### src/rtl/firebird7_in_gate1_ijtag_pkg.sv
// Shared definitions for the gate1 IJTAG test data registers.
//
// Contents:
//   TDR_WIDTH  - data width of the gate1 mux control register
//   SEL_BIT    - shift register index of the mux select bit
//   CHG_BIT    - shift register index of the change flag / clear bit
//   sr_len_of  - shift register length for a given data width
//   upd_t      - layout of the update register (select + data)
package firebird7_in_gate1_ijtag_pkg;

    localparam int TDR_WIDTH = 3;
    localparam int SEL_BIT   = TDR_WIDTH;
    localparam int CHG_BIT   = TDR_WIDTH + 1;

    // The shift register carries the data field, the select bit and the
    // change flag / clear bit.
    function automatic int sr_len_of(input int w);
        return w + 2;
    endfunction

    typedef struct packed {
        logic                 sel;
        logic [TDR_WIDTH-1:0] data;
    } upd_t;

endpackage

### src/rtl/firebird7_in_gate1_tessent_chg_detect.sv
// Sticky change detector for the functional data observed by the gate1 TDR.
//
// Ports:
//   ijtag_tck          - test clock, rising edge
//   ijtag_reset        - asynchronous active-low reset
//   functional_data_in - quasi-static functional value being watched
//   clr                - write-1-to-clear request from the TDR update stage
//   chg                - sticky flag, set on any toggle of functional_data_in
module firebird7_in_gate1_tessent_chg_detect #(
    parameter int WIDTH = 3
) (
    input  logic             ijtag_tck,
    input  logic             ijtag_reset,
    input  logic [WIDTH-1:0] functional_data_in,
    input  logic             clr,
    output logic             chg
);

    logic [WIDTH-1:0] prev_q, prev_d;
    logic             armed_q, armed_d;
    logic             chg_q, chg_d;

    // prev is only meaningful after the first edge out of reset, so armed
    // holds off detection for that edge. The set is evaluated after the
    // clear so a toggle coinciding with a clear is never lost.
    always_comb begin
        prev_d  = functional_data_in;
        armed_d = 1'b1;
        chg_d   = chg_q;
        if (clr) begin
            chg_d = 1'b0;
        end
        if (armed_q && (functional_data_in != prev_q)) begin
            chg_d = 1'b1;
        end
    end

    always_ff @(posedge ijtag_tck or negedge ijtag_reset) begin
        if (!ijtag_reset) begin
            prev_q  <= '0;
            armed_q <= 1'b0;
            chg_q   <= 1'b0;
        end else begin
            prev_q  <= prev_d;
            armed_q <= armed_d;
            chg_q   <= chg_d;
        end
    end

    assign chg = chg_q;

endmodule

### src/rtl/firebird7_in_gate1_tessent_tdr_ctl_obs_w3.sv
// IJTAG test data register controlling the gate1 data mux and observing its
// functional input.
//
// Ports:
//   ijtag_tck, ijtag_reset   - test clock (rising edge), async active-low reset
//   ijtag_sel                - TDR is on the active scan path
//   ijtag_ce/se/ue           - capture / shift / update enables
//   ijtag_si, ijtag_so       - scan in / scan out (LSB first)
//   functional_data_in       - functional value presented to the mux
//   ijtag_select             - mux select from the update register
//   ijtag_data_out           - mux ijtag data from the update register
//   change_flag              - sticky functional-toggle status
//
// Shift register layout: [CHG_BIT] change flag / clear, [SEL_BIT] select,
// [WIDTH-1:0] data.
module firebird7_in_gate1_tessent_tdr_ctl_obs_w3
    import firebird7_in_gate1_ijtag_pkg::*;
#(
    parameter int WIDTH = TDR_WIDTH
) (
    input  logic             ijtag_tck,
    input  logic             ijtag_reset,
    input  logic             ijtag_sel,
    input  logic             ijtag_ce,
    input  logic             ijtag_se,
    input  logic             ijtag_ue,
    input  logic             ijtag_si,
    output logic             ijtag_so,
    input  logic [WIDTH-1:0] functional_data_in,
    output logic             ijtag_select,
    output logic [WIDTH-1:0] ijtag_data_out,
    output logic             change_flag
);

    localparam int SR_LEN = sr_len_of(WIDTH);

    logic [SR_LEN-1:0] sr_q, sr_d;
    upd_t              upd_q, upd_d;
    logic              chg;
    logic              chg_clr;

    // One operation per cycle with capture > shift > update. A deselected
    // TDR holds its scan and update state; change detection runs regardless.
    always_comb begin
        sr_d    = sr_q;
        upd_d   = upd_q;
        chg_clr = 1'b0;
        if (ijtag_sel) begin
            if (ijtag_ce) begin
                sr_d = {chg, upd_q.sel, functional_data_in};
            end else if (ijtag_se) begin
                sr_d = {ijtag_si, sr_q[SR_LEN-1:1]};
            end else if (ijtag_ue) begin
                upd_d   = upd_t'(sr_q[SEL_BIT:0]);
                chg_clr = sr_q[CHG_BIT];
            end
        end
    end

    always_ff @(posedge ijtag_tck or negedge ijtag_reset) begin
        if (!ijtag_reset) begin
            sr_q  <= '0;
            upd_q <= '0;
        end else begin
            sr_q  <= sr_d;
            upd_q <= upd_d;
        end
    end

    firebird7_in_gate1_tessent_chg_detect #(
        .WIDTH(WIDTH)
    ) u_chg_detect (
        .ijtag_tck          (ijtag_tck),
        .ijtag_reset        (ijtag_reset),
        .functional_data_in (functional_data_in),
        .clr                (chg_clr),
        .chg                (chg)
    );

    assign ijtag_so       = sr_q[0];
    assign ijtag_select   = upd_q.sel;
    assign ijtag_data_out = upd_q.data;
    assign change_flag    = chg;

endmodule

### config.mk
export PLATFORM = sky130hd
export DESIGN_NAME = firebird7_in_gate1_tessent_tdr_ctl_obs_w3
export DESIGN_NICKNAME = d
export VERILOG_FILES = /design/src/rtl/firebird7_in_gate1_ijtag_pkg.sv /design/src/rtl/firebird7_in_gate1_tessent_chg_detect.sv /design/src/rtl/firebird7_in_gate1_tessent_tdr_ctl_obs_w3.sv
export SDC_FILE = /design/constraint.sdc
export NUM_CORES = 1
export LEC_CHECK = 0
export CELL_PAD_IN_SITES_DETAIL_PLACEMENT = 0
export CELL_PAD_IN_SITES_GLOBAL_PLACEMENT = 2
export CORE_UTILIZATION = 31
export DETAILED_ROUTE_END_ITERATION = 7
export GPL_ROUTABILITY_DRIVEN = 0
export PLACE_DENSITY = 0.83
export REMOVE_ABC_BUFFERS = 1
export SYNTH_ARGS = -nofsm -noshare
export SYNTH_HDL_FRONTEND = slang
export SYNTH_SLANG_ARGS = --single-unit
### constraint.sdc
create_clock -name ijtag_tck -period 1.8 [get_ports ijtag_tck]
set_clock_uncertainty 0.1 [all_clocks]
set_input_delay 0.18 -clock ijtag_tck [delete_from_list [all_inputs] [get_ports ijtag_tck]]
set_output_delay 0.18 -clock ijtag_tck [all_outputs]
set_load 0.005 [all_outputs]
==> results.md <==
- Outcome: complete, no violations
- Row count: 15
- Crit path to: ijtag_so
- Post CTS Setup Buffer Count: 0
- Layout cells sized above 1: 10.14%
- Endpoints failing hold: 0
- Area grow syn2layout: 36.19%
- HPWL after DPL: 937 um
- Worst Hold Class: in2async
- Final ANT Viol Nets: 0
- All-Layer GR Usage: 14.65%
- # fillers: 178
- Period utilisation layout: 82.07%
- CTS tree: built
- Power Internal: 0.6138 mW
- Wire length per cell: 13.71 um
- Buffers on Ports: 15
- Yosys warns: 0
- R2R depth: 3
- NetSw: 0.2049 mW
- 1st-iter DRT viols: 3
- Sequential share of power: 50.2%
- Total core area: 1764 sq um
- Final Max Slew Viols: 0
- CP max stage delay: 0.53 ns
- Most frequent cells after synthesis: 14 x dfrtp_1, 6 x o22ai_1, 5 x nand2_1
- Top delay family on crit path: buffers and inverters
- Ys async rst share: 100.0%
- Cts repair resizes: 0
- Dpl ws: 0.1906 ns
- CP Depth: 1
- Maxcap violations: 0
- Post-Route WL: 1289 um
- Final min period: 1.477 ns
- Count of state elements after synthesis: 14
- Flop-to-flop setup slack: 0.66 ns
- Critical Path Sink Type: output port
- DR pass1 iterations: 4
- Setup tns final: 0 ns
- Clock latency on the worst-skew pair: 0.27 ns
- CP max FO: 4
- CTS Buffer Depth: 2
- Die Span X: 45.93 um
- Largest net degree at the start of global routing: 15
- Critical path, cell by cell: clkdlybuf4s50_1
- Worst r2r src: u_chg_detect.prev_q[1]
- Post-synth EDFFs: 0
- Area of the mapped netlist: 598.1 sq um
- CP bufs+invs: 1
- Avg Cell Area, Syn: 11.96 sq um
- Post-Synthesis Cells: 50
- Comb power frac: 22.7%
- Actual slew at the worst max-slew pin: 0.6240 ns
- First-pass GRT wire length: 2076 um
- Initial antenna violation count: 0
- Detailed-route via count: 455
- # DRC: 0
- Via density: 4.840
- Vias in the first global route: 450
- Synth unique cells: 15
- Final #Nets: 80
- Critical Path Source Type: flop
- Critical Path RT: 1.52 ns
- CP startpoint: sr_q[0]
- H-tree depth: 1
- Part of the power in the clock network: 27.1%
- RSZ-0062 raised after global routing: false
- Clock transition at path regs: 0.09 ns
- Primary FF master, synth: dfrtp_1
- Fmax: 676.9 MHz
- Initial Util: 33.90%
- Power Density: 1005 nW/um^2
- DIE AREA: 2109 sq um
- Leakage: 0.3279 nW
- Slew Limit Headroom: 58.27%
- Top-area cell type share of the netlist area: 58.58%
- TritonCTS Sinks: 14
- Total CTS buffers: 3
- Grt ovf: 0
- CTS Hold Bufs: 0
- Critical path type: reg2out
- Tot Pwr: 0.8187 mW
- Peak VDD IR: 0.0005658 V
- CP max-delay cell: clkdlybuf4s50_1
- Top cells by area, synth: dfrtp_1 59%, mux2_1 7.5%, o22ai_1 6.3%
- N_diodes: 0
- Utilization after layout: 46.17%
- Reg-to-reg endpoint: u_chg_detect.chg
- Post-synthesis cell type with the largest combined area: dfrtp_1
- Post-synthesis sequential area ratio: 58.58%
- IO Count: 16
- CTS root buffer: clkbuf_4
- Most frequent cell after synthesis: dfrtp_1
- Setup Viol. Count Final: 0
- DIE HEIGHT: 45.93 um
- WP data arrival: 1.20 ns
- Net Sw Frac: 25.03%
- Final WS setup: 0.3227 ns
## layer usage
metal	track usage (%)	share of wire [%]	vias to the layer above
li1	-	-	217
met1	19.60	49	224
met2	21.97	45	12
met3	2.381	4.4	2
met4	8.824	0.85	0
met5	0	0	-
## placed cells by master (no fill, tap or decap), drive strengths merged
cell and count:
clkbuf 4, o22ai 6, and4bb 1, inv 1, o21ai 3, a21oi 4
mux2 4, a22o 2, buf 2, nand3b 3, dfrtp 14, nand2 5
conb 1, nand3 1, xnor2 3, clkdlybuf4s50 15
## state kept, by name (all words and copies together), names as in the netlist
name and cells:
u_chg_detect.armed_q 1, u_chg_detect.prev_q 3, ijtag_data_out 3, u_chg_detect.chg 1
sr_q 5, ijtag_select 1
## cell families (layout without fill, tap and decap cells)
family	after synthesis	count (layout)	share of synthesized area, %
compound gates	15	15	15.06
xor+xnor	3	3	4.394
buf+inv	3	22	3.346
flops	14	14	58.58
mux	4	4	7.531
other cells	1	1	0.6270
simple gates	10	10	10.46
## worst min path at each step
stage                     cells past startpoint  slack (ns)                endpoint
final                                         1        0.18                 sr_q[1]
after global routing                          1        0.25  u_chg_detect.prev_q[1]
after CTS                                     1        0.20                 sr_q[1]
after detailed placement                      1        0.36        u_chg_detect.chg
after global placement                        1        0.37        u_chg_detect.chg
after floorplan                               0       -0.22       ijtag_data_out[0]
## power groups by stage
stage	sequential (mW)	combinational, mW	clock (mW)
global placement	0.418	0.183	0
detailed placement	0.416	0.187	0
global route	0.420	0.202	0.245
finish	0.411	0.186	0.222
floorplan	0.410	0.0652	0
CTS	0.411	0.188	0.230
## metrics by stage
stage               hold WS (ns)  cells  cell area [sq um]
finish                    0.1845     94              814.5
global route              0.2484     94              814.5
CTS                       0.2030     94              814.5
detailed placement        0.3565     90              778.2
global placement          0.3703     90              778.2
floorplan                -0.2156     48              581.8
## cell type report
type	count	area, sq um	share of cell area, %
timing repair buffer	17	165.2	20.28
multi-input combinational	33	227.7	27.96
sequential	14	350.3	43.01
tap	25	31.28	3.840
inverter	1	3.754	0.4608
clock buffer	4	36.28	4.455
Power figures use the tool's default switching activity.
